`config.mk`:
```
export PLATFORM = sky130hd
export DESIGN_NAME = cpu_launcher
export DESIGN_NICKNAME = d
export VERILOG_FILES = /design/src/rtl/cpu_launcher_pkg.sv /design/src/rtl/cpu_launcher_sat_counter.sv /design/src/rtl/cpu_launcher.sv
export SDC_FILE = /design/constraint.sdc
export NUM_CORES = 1
export LEC_CHECK = 0
export BUFFER_PORTS_ARGS = -buffer_cell sky130_fd_sc_hd__clkbuf_2
export CAP_MARGIN = 20
export CORE_ASPECT_RATIO = 0.5
export CORE_MARGIN = 1
export CORE_UTILIZATION = 49
export DETAILED_ROUTE_END_ITERATION = 10
export GPL_ROUTABILITY_DRIVEN = 0
export MAX_ROUTING_LAYER = met4
export PLACE_DENSITY = 0.81
export SYNTH_ARGS = -nofsm -noshare
export SYNTH_HDL_FRONTEND = slang
export SYNTH_HIERARCHICAL = 1
export SYNTH_SLANG_ARGS = --single-unit
```
`constraint.sdc`:
```
create_clock -name clk -period 1.9 [get_ports clk]
set_input_delay 0.095 -clock clk [delete_from_list [all_inputs] [get_ports clk]]
set_output_delay 0.095 -clock clk [all_outputs]
set_load 0.01 [all_outputs]
```
`src/rtl/cpu_launcher_pkg.sv`:
```
// Shared types for cpu_launcher: FSM state encoding, program index width
// and the per-program result record.
package launcher_pkg;

    localparam int PROG_W = 3;
    localparam int CYC_W  = 32;

    typedef enum logic [2:0] {
        IDLE,
        LAUNCH,
        RUN,
        RECORD,
        DRAIN
    } state_t;

    // cycles is the widest supported count; narrower counters are zero-extended
    typedef struct packed {
        logic [PROG_W-1:0] idx;
        logic [CYC_W-1:0]  cycles;
    } result_t;

endpackage

```
`src/rtl/cpu_launcher_sat_counter.sv`:
```
// Up-counter that clears to zero and holds at all-ones instead of wrapping.
module sat_counter #(
    parameter int W = 16
) (
    input  logic         clk,
    input  logic         reset,
    input  logic         clr,
    input  logic         en,
    output logic [W-1:0] q
);

    always_ff @(posedge clk) begin
        if (reset) begin
            q <= '0;
        end else if (clr) begin
            q <= '0;
        end else if (en && (q != '1)) begin
            q <= q + 1'b1;
        end
    end

endmodule

```
`src/rtl/cpu_launcher.sv`:
```
// Runs NUM_PROGS programs back to back on the processor req/done handshake
// and reports a cycle count per program. Optional run timeout: LAUNCHER_TIMEOUT_EN.
module cpu_launcher
    import launcher_pkg::*;
#(
    parameter int NUM_PROGS   = 3,
    parameter int CNT_W       = 16,
    parameter int TIMEOUT_CYC = 4096
) (
    input  logic              clk,
    input  logic              reset,
    input  logic              start,
    output logic              cpu_req,
    input  logic              cpu_done,
    output logic [PROG_W-1:0] prog_sel,
    output logic              busy,
    output logic              res_valid,
    output logic [PROG_W-1:0] res_idx,
    output logic [CNT_W-1:0]  res_cycles,
    output logic              batch_done,
    output logic              timeout_err
);

    localparam logic [PROG_W-1:0] LAST_PROG = PROG_W'(NUM_PROGS - 1);
    localparam logic [31:0]       TO_LIM    = 32'(TIMEOUT_CYC - 1);
`ifdef LAUNCHER_TIMEOUT_EN
    localparam bit TO_EN = 1'b1;
`else
    localparam bit TO_EN = 1'b0;
`endif

    state_t             state, state_nxt;
    logic [PROG_W-1:0]  prog_q;
    logic [CNT_W-1:0]   cnt;
    logic               cnt_clr, cnt_en;
    logic               to_hit;
    logic               to_flag;
    result_t            res;
    logic               cyc_unused;

    sat_counter #(.W(CNT_W)) u_run_cnt (
        .clk   (clk),
        .reset (reset),
        .clr   (cnt_clr),
        .en    (cnt_en),
        .q     (cnt)
    );

    always_comb begin
        state_nxt = state;
        cnt_clr   = 1'b0;
        cnt_en    = 1'b0;
        to_hit    = 1'b0;
        case (state)
            IDLE: begin
                if (start) state_nxt = LAUNCH;
            end
            LAUNCH: begin
                cnt_clr   = 1'b1;
                state_nxt = RUN;
            end
            RUN: begin
                cnt_en = 1'b1;
                // cnt is still zero only in the first RUN cycle, where done may be stale
                if ((cnt != '0) && cpu_done) begin
                    state_nxt = RECORD;
                end else if (TO_EN && (32'(cnt) >= TO_LIM)) begin
                    to_hit    = 1'b1;
                    state_nxt = RECORD;
                end
            end
            RECORD: begin
                state_nxt = (prog_q == LAST_PROG) ? IDLE : DRAIN;
            end
            DRAIN: begin
                if (!cpu_done) state_nxt = LAUNCH;
            end
            default: state_nxt = IDLE;
        endcase
    end

    always_ff @(posedge clk) begin
        if (reset) begin
            state   <= IDLE;
            prog_q  <= '0;
            to_flag <= 1'b0;
        end else begin
            state <= state_nxt;
            if ((state == IDLE) && start) begin
                prog_q <= '0;
            end else if ((state == DRAIN) && !cpu_done) begin
                prog_q <= prog_q + 1'b1;
            end
            if ((state == RUN) && (state_nxt == RECORD)) begin
                to_flag <= to_hit;
            end
        end
    end

`ifdef LAUNCHER_TIMEOUT_EN
    logic to_err;

    always_ff @(posedge clk) begin
        if (reset) begin
            to_err <= 1'b0;
        end else if (to_hit) begin
            to_err <= 1'b1;
        end
    end

    assign timeout_err = to_err;
`else
    assign timeout_err = 1'b0;
`endif

    always_comb begin
        res = '0;
        if (state == RECORD) begin
            res.idx    = prog_q;
            res.cycles = CYC_W'(to_flag ? {CNT_W{1'b1}} : cnt);
        end
    end

    assign cyc_unused = ^res.cycles;

    assign cpu_req    = (state == LAUNCH);
    assign busy       = (state != IDLE);
    assign prog_sel   = prog_q;
    assign res_valid  = (state == RECORD);
    assign res_idx    = res.idx;
    assign res_cycles = res.cycles[CNT_W-1:0];
    assign batch_done = (state == RECORD) && (prog_q == LAST_PROG);

endmodule

```
# Word level (Yosys, flattened, before mapping)
# Index checks and enable logic that the tools add are counted.
# word_totals
elab_cells,34
inputBits,4
regBits,22
out_inout_bits,27
# op_classes
eq_ne,9
n_mux,8
reduce_logical,12
addsub,2
# op_table
op,count
35-bit 2-to-1 mux,1
16-bit by 1-bit adder with 16-bit output (second input constant),1
16-bit inequality test (second input constant),1
16-bit nonzero test,1
3-bit case mux with 5 select lines,1
3-bit 2-to-1 mux,4
3-bit by 2-bit equality test with 1-bit output (second input constant),3
2-bit inequality test (second input constant),3
1-bit logical AND,5
2-bit OR reduction,2
3-bit by 1-bit adder with 3-bit output (second input constant),1
3-bit by 1-bit equality test with 1-bit output (second input constant),1
3-bit equality test (second input constant),1
3-bit zero test,1
3-bit AND reduction,1
3-bit nonzero test,1
1-bit 2-to-1 mux,2
1-bit zero test,1

# Depth between registers and ports, before layout
# Gate-level depths: netlist of the first run.
# logic_depth
depth_word,4
mapped_depth,7
depth_no_buf,5

# Cells and area by module
# Netlist of the first run, hierarchy kept.
# modules_own_cells
mod,area_each_um2,n_inst,cells_each,seq_area_each_um2
sat_counter,917.1,1,102,320.3
cpu_launcher,545.5,1,67,120.1

# Worst setup path after synthesis of the first run
# Ideal clock, no wire load.
# synth_path
path_type,flip-flop to flip-flop
startpoint,register state[0]
endpoint,register u_run_cnt.q[1]
arrival_ns,1.663
t_required_ns,1.769
setup_ns,0.131
path_buffers,2
path_stages_with_launch,7
path_slack_ns,0.106
period_less_slack_ns,1.794
cell_sequence,dfxtp_1 > buf_4 > nor3b_1 > nor2_1 > dlygate4sd1_1 > nand2_1 > mux2i_1
# synth_via
elab_chain_len,3
elab_cells_between_ends,6
classes_between,eq/ne (2); mux (2); reduce/logical (2)
# synth_lines
item,line_no,source
"start, declared",cpu_launcher.sv:32,"state_t state, state_nxt;"
"start signal, assigned",cpu_launcher.sv:88,state <= state_nxt;
3-bit by 1-bit equality test with 1-bit output,-,
net cpu_req,cpu_launcher.sv:13,"output logic cpu_req,"
1-bit 2-to-1 mux,cpu_launcher.sv:54,case (state)
2-bit OR reduction (no source line),-,
"end signal, assigned",cpu_launcher_sat_counter.sv:18,q <= q + 1'b1;
"end, declared",cpu_launcher_sat_counter.sv:9,output logic [W-1:0] q
# The timed path passes the listed nets, and every way through them passes these cells.
# A chain may end at the register's enable or synchronous reset.

# Final worst setup path of the first run
# layout_path
startpoint,register u_run_cnt.q[0]
endpoint,register u_run_cnt.q[12]
# layout_via
elab_chain_len,2
elab_cells_between_ends,3
classes_between,add/sub (1); eq/ne (1); reduce/logical (1)
# layout_lines
item
"parallel branches: the longest is 2 deep, another holds 16-bit by 1-bit adder with 16-bit output"
# Parallel ways; which one is timed is not known.

==> results by group, run 1 <==
Status
  – Status: finished clean

Clock tree
  – Post-CTS Setup Bufs: 0
  – Clock buffer depth: 2
  – Root Driver: clkbuf_8
  – CTS tree: built
  – Clock transition at path regs: 0.08 ns
  – Clk Latency, worst-skew pair: 0.27 ns
  – Clock Sinks: 22
  – Count of hold-fix buffers inserted at cts: 0
  – Total CTS buffers: 3
  – H-tree Lvls: 1

Synth
  – Ys flop type: dfxtp_1
  – Post-synth ARST share: 0%
  – Post-Syn Instances: 169
  – Distinct cell type count after synthesis: 48
  – Number of synthesized flops with an enable pin: 0
  – Syn_nets: 176
  – Syn avg cell area: 8.655 µm²
  – #FFs+latches synth: 22
  – YS warnings: 6
  – Sequential share of the synthesized area: 30.11%
  – Post-Syn Area: 0.001463 mm²

STA
  – Hold Vio Cnt, Final: 0
  – RSZ-0062 raised after global routing: false
  – Worst hold margin: 0.1209 ns
  – Fin crit period: 1.684 ns
  – Final Setup Violations: 0
  – Max Clk Rate: 0.5938 GHz
  – Max-slew violation count: 0
  – Setup slack after layout: 0.2158 ns
  – Period Utilization, post-route: 88.64%
  – Fin Clk Skew: 0.005429 ns
  – Setup TNS: 0 ns

Pwr
  – Pwr per Cell Area: 532.9 mW/mm²
  – Flop pwr share: 53.2%
  – Pwr Total: 0.8975 mW
  – Clock network power share: 32.4%
  – Sw frac: 25.56%
  – Internal power: 0.6681 mW
  – Switching power: 0.2294 mW
  – Logic pwr share: 14.4%
  – Max IR drop VDD: 349.8 µV
  – Static leakage: 0.7240 nW

Critical path
  – Critical path endpoint category: register
  – Worst Reg-to-Reg Cells: 5
  – Crit-path max cell delay: 0.47 ns
  – Critical-path cell list: ha_1 > and4_4 > and3_1 > a31oi_1 > a311oi_1
  – Worst path arrival time: 1.87 ns
  – Crit path kind: reg2reg
  – Worst Setup Start Kind: register
  – Crit-path slowest cell: dfxtp_1
  – Worst-path fanout max: 7
  – Worst EP required: 2.08 ns

Place
  – Hpwl dp: 2.310 mm
  – Placement Setup Slack: 0.1868 ns
  – Port Buffers: 29

Global routing
  – Global-route wire length before repair: 4.988 mm
  – Antenna violations before repair: 0
  – Vias in the first global route: 1055
  – Gr usage total: 21.38%
  – Grt total ovfl: 0
  – Largest net degree at the start of global routing: 14

Layout
  – Share of cells above drive strength 1: 28.14%
  – Ant. Diodes: 0
  – Multi-input combinational cell area: 932.1 µm²
  – Final core occ: 62.00%
  – Fillers: 232
  – Reg area: 440.4 µm²
  – Layout area overhead: 15.14%
  – Final net count: 208

Die
  – Die area: 0.003221 mm²
  – Starting Density: 53.85%
  – Core area: 0.002716 mm²
  – Top Ports: 31
  – Die H: 40.64 µm
  – Die Wd: 79.27 µm
  – Row Count: 13

Worst hold path
  – WHS Path Cells: 2
  – Hold Crit Class: in2reg

Run
  – Max_cap viols: 0

Routing
  – Vias per cell: 5.805
  – WL/cell: 13.44 µm
  – DRC errors left: 0
  – Routed Antenna Nets: 0
  – 1st-pass router iterations: 4
  – DR iter-0 viols: 164
  – WL final: 3.171 mm
  – DR vias: 1370
## sequential cells by signal, indices dropped and copies added (netlist names)
name	count
u_run_cnt/q	16
prog_sel	3
state	3
## metal layers
| metal | wire length [µm] | global-route usage, % |
|---|---|---|
| met5 | 0 | - |
| met4 | 21 | 4.545 |
| met3 | 192 | 5.556 |
| met2 | 1422 | 34.05 |
| met1 | 1534 | 27.91 |
## power by group through the flow
stage	Combinational, mW	Sequential (mW)	Clock, mW
after floorplan	0.0916	0.484	0
after global placement	0.125	0.486	0
after detailed placement	0.127	0.487	0
after CTS	0.128	0.477	0.292
after global routing	0.141	0.479	0.314
final	0.130	0.477	0.291
## cells in the mapped netlist, drive strengths merged (2+ instances only)
master | n | area (µm²)
nand2 | 15 | 56.30
a31oi | 4 | 25.02
mux2i | 7 | 70.07
xnor2 | 2 | 17.52
buf | 10 | 75.06
or3 | 8 | 53.80
nor4 | 4 | 25.02
o21ai | 6 | 30.03
nand3 | 6 | 30.03
a41o | 2 | 20.02
a21oi | 6 | 30.03
a211oi | 5 | 42.54
and3b | 2 | 17.52
and2 | 23 | 146.4
and3 | 6 | 48.80
a2111o | 2 | 22.52
nor2 | 6 | 22.52
nor3 | 4 | 31.28
inv | 3 | 11.26
nand4 | 5 | 46.29
nor3b | 2 | 15.01
nand2b | 3 | 18.77
ha | 3 | 37.54
dfxtp | 22 | 440.4
## timing repair
action / 4_1_cts / 5_1_grt
gates resized for setup: 0 / 1
hold endpoints to repair: 0 / 0
endpoints found under the setup margin: 0 / 3
## placed cells by master, fill, tap and decap left out, types with 2 or more instances in the layout
cell / instances
or3_1: 5
a21oi_1: 6
nand2b_1: 3
a41o_1: 2
and3_4: 2
nand3_1: 6
and2_2: 2
nor4_1: 4
and2_1: 21
buf_4: 9
a2111o_1: 2
ha_1: 3
and3_1: 3
inv_1: 3
xnor2_1: 2
dfxtp_1: 22
clkbuf_2: 29
o21ai_1: 2
mux2i_1: 7
o21ai_0: 4
a211oi_1: 4
and3b_1: 2
a31oi_1: 4
nor3_1: 3
or3_2: 3
nand4_1: 4
clkbuf_8: 3
nand2_1: 15
nor2_1: 6
## stage by stage
| stage | area (µm²) | cells |
|---|---|---|
| floorplan | 1463 | 169 |
| global placement | 1638 | 233 |
| detailed placement | 1638 | 233 |
| CTS | 1679 | 236 |
| global route | 1684 | 236 |
| finish | 1684 | 236 |
## path summary, 6_finish.rpt
path,start,endpoint,slack [ns]
max reg2reg,u_run_cnt/q[0],u_run_cnt/q[12],0.22
min,reset,state[1],0.12
min reg2reg,u_run_cnt/q[5],u_run_cnt/q[5],0.53
max,u_run_cnt/q[0],u_run_cnt/q[12],0.22
## logic make-up (layout without fill, tap and decap cells)
kind of cell               count (synthesis)  count (layout)  synth area share [%]
AOI/OAI and AO/OA                         31              31                 15.31
xor gates and xnor gates                   2               2                 1.198
adders and majority gates                  3               3                 2.567
buffers and inverters                     14              44                 6.501
DFF                                       22              22                 30.11
muxes                                      7               7                 4.791
other                                      1               1                0.2564
and+or+nand+nor                           89              89                 39.26
## layout make-up
| type | instances | share of cell area (%) |
|---|---|---|
| clock buffer | 3 | 2.452 |
| inverter | 3 | 0.6686 |
| multi-input combinational | 133 | 55.35 |
| tap | 37 | 2.749 |
| sequential | 22 | 26.15 |
| timing repair buffer | 38 | 12.63 |
## worst max-delay path: cells and delay by family, from the launching register on
kind            cells  cell delay [ns]
flops               1             0.47
simple gates        2             0.55
compound gates      2             0.35
fa+ha+maj           1             0.24
Note: power is estimated with default switching activity, not from simulation.
==> run 2, diff against run 1 <==
Settings changed: CORE_UTILIZATION 49 to 51, CTS_BUF_LIST set to sky130_fd_sc_hd__clkbuf_4, PLACE_DENSITY 0.81 to 0.83, SETUP_SLACK_MARGIN set to 0.4.
==> run 2 against run 1 <==
Net effect:
- register-to-register slack gained 0.10 ns
- worst setup slack gained 0.10 ns
- critical endpoint is now u_run_cnt/q[11]
- sequential share of layout area shrank 2.5 points
==> results by group, run 2 (synthesis gave the netlist of run 1 again) <==
STA
  – Worst hold margin: 0.08967 ns (-0.03127 ns)
  – Max Clk Rate: 0.6327 GHz (+6.6%)
  – Max-slew violation count: 0 (unchanged)
  – Period Utilization, post-route: 83.19% (-5.5 points)
  – Fin Clk Skew: 0.006343 ns (+0.0009144 ns)
  – Final Setup Violations: 0 (unchanged)
  – Hold Vio Cnt, Final: 0 (unchanged)
  – RSZ-0062 raised after global routing: true
  – Fin crit period: 1.581 ns (-0.1036 ns)
  – Setup TNS: 0 ns (unchanged)

Die
  – Top Ports: 31 (unchanged)
  – Row Count: 13 (unchanged)
  – Die Wd: 77.74 µm (-1.9%)
  – Starting Density: 55.17% (+1.3 points)
  – Die H: 39.87 µm (-1.9%)
  – Die area: 0.003099 mm² (-3.8%)
  – Core area: 0.002651 mm² (-2.4%)

Layout
  – Biggest register: u_run_cnt/q
  – Final net count: 215 (+3.4%)
  – Final core occ: 73.10% (+11 points)
  – Fillers: 193 (-17%)
  – Ant. Diodes: 0 (unchanged)
  – Reg area: 457.9 µm² (+4.0%)
  – Layout area overhead: 32.51%
  – Cell area after layout: 0.001938 mm² (+15%)
  – Share of cells above drive strength 1: 45.63% (+17 points)
  – Max reg flops: 16 (unchanged)
  – Commonest cells after routing, fill and taps aside: 18 x clkbuf_2, 15 x nand2_1, 14 x buf_6, 14 x dfxtp_1, 11 x buf_4
  – Multi-input combinational cell area: 0.001030 mm² (+10%)
  – Commonest non-fill, non-tap cell in the layout: clkbuf_2

Routing
  – Routed Antenna Nets: 0 (unchanged)
  – DR vias: 1489 (+8.7%)
  – DRC errors left: 0 (unchanged)
  – 1st-pass router iterations: 6 (+2)
  – WL/cell: 16.47 µm (+23%)
  – Vias per cell: 6.128 (+5.6%)
  – WL final: 4.002 mm (+26%)
  – DR iter-0 viols: 149 (-9.1%)

Pwr
  – Sw frac: 27.60% (+2.0 points)
  – Logic pwr share: 19.8% (+5.4 points)
  – Flop pwr share: 55.1% (+1.9 points)
  – Internal power: 0.6330 mW (-5.2%)
  – Max IR drop VDD: 302.3 µV (-14%)
  – Switching power: 0.2413 mW (+5.2%)
  – Clock network power share: 25.1% (-7.3 points)
  – Pwr per Cell Area: 451.1 mW/mm² (-15%)
  – Static leakage: 0.7996 nW (+10%)

Critical path
  – Critical path endpoint category: register
  – Worst-path fanout max: 6 (-1)
  – Worst path bufs/invs: 1 (+1)
  – Worst path arrival time: 1.78 ns (-0.09 ns)
  – Family with the most delay on the worst path: simple AND/OR/NAND/NOR gates
  – Worst Setup Start Kind: register
  – Crit-path slowest cell: dfxtp_1
  – Critical-path cell list: nand3_1 > nor3_4 > buf_4 > a211oi_2 > mux2i_1
  – Crit-path max cell delay: 0.48 ns (about the same)
  – Crit path kind: reg2reg
  – Worst EP required: 2.10 ns (+0.02 ns)

Global routing
  – Vias in the first global route: 1234 (+17%)
  – Antenna violations before repair: 0 (unchanged)
  – Gr usage total: 27.42% (+6.0 points)
  – Global-route wire length before repair: 6.120 mm (+23%)
  – Grt total ovfl: 0 (unchanged)
  – Largest net degree at the start of global routing: 13 (-1)

Worst hold path
  – Hold Crit Class: in2reg

Clock tree
  – Clock transition at path regs: 0.12 ns (+0.04 ns)
  – Root Driver: clkbuf_4
  – Clock Sinks: 22 (unchanged)
  – Clock buffer depth: 2 (unchanged)
  – Clk Latency, worst-skew pair: 0.31 ns (+0.04 ns)
  – CTS tree: built
  – H-tree Lvls: 1 (unchanged)
  – Total CTS buffers: 3 (unchanged)

Place
  – Hpwl dp: 2.485 mm (+7.6%)
  – Post-DP Area: 0.001648 mm² (+0.61%)
  – Port Buffers: 29 (unchanged)

Status
  – Status: finished clean

Run
  – Max_cap viols: 0 (unchanged)
[run 2: cell count changes in the layout (fill, tap and decap cells not counted), sizes merged]
cell    previous run  this run
clkbuf            32        21
buf                9        27
[run 2: per-layer routing]
layer | GRT usage (%) | up-vias | share of wire [%]
li1 | - | 701 | -
met1 | 33.42 | 734 | 43
met2 | 49.12 | 50 | 50
met3 | 6.977 | 4 | 6.2
met4 | 1.887 | 0 | 0.30
met5 | - | - | 0
[run 2: area by class of cell]
type	instances	area share (%)
Tap cell	37	2.389
Clock buffer	3	1.162
Inverter	3	0.5810
Sequential cell	22	23.63
Timing Repair Buffer	45	19.11
Multi-Input combinational cell	133	53.13
[run 2: power groups by stage]
stage | Sequential [mW] | Clock (mW) | Combinational (mW)
finish | 0.482 | 0.220 | 0.173
detailed placement | 0.500 | 0 | 0.102
CTS | 0.480 | 0.220 | 0.151
global route | 0.484 | 0.240 | 0.185
floorplan | 0.485 | 0 | 0.0989
global placement | 0.499 | 0 | 0.0981
[run 2: worst paths after layout]
path                         from               to  slack (ns)  cells after the start
hold reg to reg    u_run_cnt/q[0]   u_run_cnt/q[0]        0.52                      2
setup / recovery  u_run_cnt/q[11]  u_run_cnt/q[11]        0.32                      5
hold / removal              reset         state[1]        0.09                      2
setup reg to reg  u_run_cnt/q[11]  u_run_cnt/q[11]        0.32                      5
[run 2: metrics by stage]
stage               worst slack [ns]  std cells  power, mW
floorplan                     0.3591        169     0.5844
global placement              0.2351        228     0.5973
detailed placement            0.1594        228     0.6023
CTS                           0.3634        241     0.8513
global route                  0.2602        243     0.9091
finish                        0.3194        243     0.8743
[run 2: what timing repair did]
item	4_1_cts	5_1_grt
pin swaps	11	4
resized for setup	19	36
setup buffers	9	2
cloned	1	0
hold buffers	0	0
endpoints found under the setup margin	38	38
==> run 3, diff against run 2 <==
Settings changed: CORE_UTILIZATION 51 to 56, PLACE_DENSITY 0.83 to 0.87.
Clock period 1.9 ns to 1.6 ns, I/O delays scaled along.
==> run 3 against run 2 <==
Net effect:
- the flow now stops in 5_1_grt
- synthesized area stayed put
- synthesized cell count unchanged
==> results by group, run 3 <==
Status
  – Status: stopped before the end
  – Halt Stage: 5_1_grt
  – First Err: [ERROR GRT-0232] Routing congestion too high. Check the congestion heatmap in the GUI.

Die
  – Row Count: 12 (-1)
  – Starting Density: 62.45% (+7.3 points)
  – Top Ports: 31 (unchanged)
  – Die H: 38.14 µm (-4.3%)
  – Die Wd: 74.28 µm (-4.5%)

Clock tree
  – Clock Sinks: 22 (unchanged)
  – Root Driver: clkbuf_4
  – Clock buffer depth: 2 (unchanged)
  – H-tree Lvls: 1 (unchanged)
  – Total CTS buffers: 3 (unchanged)

Synth
  – Post-synth ARST share: 0% (unchanged)
  – Area contributors post-synth: dfxtp_1 30%, and2_1 9.0%, mux2i_1 4.8%
  – Ys flop type: dfxtp_1
  – #FFs+latches synth: 22 (unchanged)
  – Distinct cell type count after synthesis: 48 (unchanged)
  – Syn avg cell area: 8.655 µm² (unchanged)
  – Cell taking the most area after synthesis: dfxtp_1
  – Number of synthesized flops with an enable pin: 0 (unchanged)
  – Largest family of logic cells by synthesized area: simple AND/OR/NAND/NOR gates
  – Syn_nets: 176 (unchanged)
  – Post-Syn Area: 0.001463 mm² (unchanged)
  – XOR/XNOR Fraction of Synth Area: 1.198% (unchanged)
  – Adder-Cell Fraction of Synth Area: 2.566% (unchanged)
  – Sequential share of the synthesized area: 30.11% (unchanged)
  – Compound-Gate Fraction of Synth Area: 15.31% (unchanged)
  – Synth top cells by count: 22 x dfxtp_1, 21 x and2_1, 15 x nand2_1
  – YS warnings: 6 (unchanged)
  – Simple-gate share of the synthesized area: 39.26% (unchanged)
  – Post-Syn Instances: 169 (unchanged)
  – Mux share of post-synthesis cell area: 4.790% (unchanged)
  – Top-area cell type share of the netlist area: 30.11% (unchanged)
  – Top-count cell post-synth: dfxtp_1

Global routing
  – Gr usage total: 81.41%
  – Grt total ovfl: 4
  – Largest net degree at the start of global routing: 14
  – Antenna violations before repair: 1

Place
  – Hpwl dp: 2.707 mm (+8.9%)
  – Port Buffers: 29 (unchanged)

STA
  – Post-GRT worst EP: res_cycles[4]
  – Worst-path end type: top-level output
## run 3: cell families after synthesis
family,after synthesis
AO/OA/AOI/OAI,31
adder cells (fa/ha/maj),3
other,1
AND/OR/NAND/NOR,89
XOR/XNOR,2
multiplexers,7
flip-flops,22
buffers and inverters,14
## run 3: layer usage
metal / global-route usage [%] / GRT overflow
met4: 68.87 / 2
met3: 73.16 / 1
met1: 82.55 / 0
met2: 92.95 / 1
met5: - / -
## run 3: timing repair
item,4_1_cts
setup buffers,12
resized for setup,51
gates cloned,3
pin swaps,21
hold buffers,0
endpoints found under the setup margin,44
## run 3: metrics by stage
step | cell area (µm²) | std cells | setup WS (ns) | util (%) | hold WS, ns
floorplan | 1534 | 169 | 0.05937 | - | 0.1492
global placement | 1737 | 237 | 0.09649 | 74.15 | 0.3742
detailed placement | 1737 | 237 | 0.02709 | 74.15 | 0.3906
CTS | 2058 | 256 | 0.02834 | 87.87 | 0.07781
==> run 4, diff against run 3 <==
Settings changed: CORE_ASPECT_RATIO 0.5 to unset, CORE_UTILIZATION 56 to 40, CTS_BUF_LIST sky130_fd_sc_hd__clkbuf_4 to unset, MAX_ROUTING_LAYER met4 to unset, PLACE_DENSITY 0.87 to unset, PLACE_DENSITY_LB_ADDON set to 0.15, SETUP_SLACK_MARGIN 0.4 to unset.
==> run 4 against run 3 <==
Net effect:
- the run now ends clean
==> results by group, run 4 (synthesis gave the netlist of run 1 again) <==
STA
  – Worst hold margin: 0.09595 ns
  – Setup slack after layout: 0.01684 ns
  – Fin Clk Skew: 0.0004963 ns
  – RSZ-0062 raised after global routing: true
  – Setup TNS: 0 ns
  – Max Clk Rate: 0.6316 GHz
  – Max-slew violation count: 0
  – Period Utilization, post-route: 98.95%
  – Relative slew slack: 66.46%
  – Fin crit period: 1.583 ns
  – Final Setup Violations: 0
  – Worst-Margin Slew: 0.5026 ns
  – Hold Vio Cnt, Final: 0

Critical path
  – Critical R2R Launch: state[0]
  – Worst path bufs/invs: 2
  – Crit-path max cell delay: 0.37 ns
  – Critical path endpoint category: primary output
  – Worst Setup Start Kind: register
  – Crit path from: state[2]
  – Worst EP required: 1.52 ns
  – Critical-path cell list: buf_4 > and3b_4 > and3b_1 > clkbuf_2
  – Crit-path slowest cell: dfxtp_2
  – Worst-path fanout max: 11
  – Family with the most delay on the worst path: simple AND/OR/NAND/NOR gates
  – Crit path kind: reg2out
  – Worst path arrival time: 1.50 ns

Layout
  – Max reg flops: 16
  – Reg area: 444.2 µm²
  – Fillers: 314
  – Final net count: 220
  – Commonest non-fill, non-tap cell in the layout: clkbuf_2
  – Share of cells above drive strength 1: 37.74%
  – Ant. Diodes: 0
  – Layout area overhead: 25.41%
  – Biggest register: u_run_cnt/q
  – Multi-input combinational cell area: 0.001005 mm²
  – Cell area after layout: 0.001834 mm²
  – Final core occ: 53.70%
  – Commonest cells after routing, fill and taps aside: 29 x clkbuf_2, 21 x and2_1, 19 x dfxtp_1, 18 x buf_4, 15 x nand2_1

Place
  – Port Buffers: 29 (unchanged)
  – Post-DP Area: 0.001718 mm² (-1.1%)
  – Hpwl dp: 2.520 mm (-6.9%)
  – Placement Setup Slack: -0.01132 ns (-0.03841 ns)

Status
  – Status: finished clean

Clock tree
  – Clk Latency, worst-skew pair: 0.31 ns
  – Total CTS buffers: 3 (unchanged)
  – Clock Sinks: 22 (unchanged)
  – Root Driver: clkbuf_4
  – H-tree Lvls: 1 (unchanged)
  – Count of hold-fix buffers inserted at cts: 0 (unchanged)
  – Clock transition at path regs: 0.14 ns
  – CTS tree: built
  – Clock buffer depth: 2 (unchanged)

Global routing
  – Grt total ovfl: 0
  – Gr usage total: 20.58%
  – Global-route wire length before repair: 6.403 mm
  – Antenna violations before repair: 0
  – Vias in the first global route: 1341
  – Largest net degree at the start of global routing: 13

Run
  – Max_cap viols: 0

Worst hold path
  – Hold Path Origin: reset
  – Hold Crit Class: in2reg

Die
  – Die area: 0.003903 mm²
  – Starting Density: 42.82% (-20 points)
  – Die Wd: 62.47 µm (-16%)
  – Die H: 62.47 µm (+64%)
  – Top Ports: 31 (unchanged)
  – Core area: 0.003416 mm²
  – Row Count: 21 (+9)

Routing
  – 1st-pass router iterations: 4
  – Routed Antenna Nets: 0
  – Routed met2 length: 1.867 mm
  – Met3 wire length: 219 µm
  – WL/cell: 14.97 µm
  – Vias per cell: 5.605
  – DRC errors left: 0
  – DR vias: 1446
  – Top sig layer: met4
  – WL final: 3.863 mm
  – DR iter-0 viols: 106
  – Metal-1 WL: 1.717 mm

Pwr
  – Pwr per Cell Area: 587.9 mW/mm²
  – Static leakage: 0.7904 nW
  – Max IR drop VDD: 338.8 µV
-- run 4: repair_timing --
action                     4_1_cts  5_1_grt
setup endpoints to repair       24       25
setup buffers                    1        1
cloned                           3        0
pin swaps                        0        3
gates resized for setup         10        6
-- run 4: metrics by stage --
stage	power (mW)	instances
2_1_floorplan	0.6906	169
5_1_grt	1.123	258
3_5_place_dp	0.7413	249
3_3_place_gp	0.7354	249
6_report	1.078	258
4_1_cts	1.078	257
-- run 4: layout make-up --
| class | count | area share (%) |
|---|---|---|
| Timing Repair Buffer | 47 | 15.28 |
| Sequential cell | 22 | 24.22 |
| Multi-Input combinational cell | 136 | 54.77 |
| Tap cell | 46 | 3.138 |
| Inverter | 3 | 0.6139 |
| Clock buffer | 4 | 1.978 |
-- run 4: worst reg2reg max path, cell delays in order (launching register included) --
cell and delay, ns:
dfxtp_2 0.36, nor3b_4 0.22, and4_4 0.27, nand3_1 0.11, or3_1 0.36, a21oi_1 0.14
-- run 4: path summary, 6_finish.rpt --
| check | end | slack [ns] | cells past startpoint |
|---|---|---|---|
| worst max-delay path | batch_done | 0.02 | 4 |
| worst min register to register | u_run_cnt/q[3] | 0.54 | 2 |
| worst max register to register | u_run_cnt/q[10] | 0.09 | 5 |
| worst min-delay path | state[2] | 0.1 | 3 |
-- run 4: routing by layer --
metal | vias to the layer above | track usage (%)
li1 | 709 | -
met4 | 0 | 6.977
met5 | - | 0
met3 | 6 | 2.555
met1 | 683 | 26.37
met2 | 48 | 35.33
-- run 4: report_power, final --
part	switching, mW	internal [mW]	total [mW]
clock	0.189	0.139	0.328
combinational	0.100	0.0830	0.183
sequential	0.00827	0.559	0.567
total	0.298	0.781	1.08
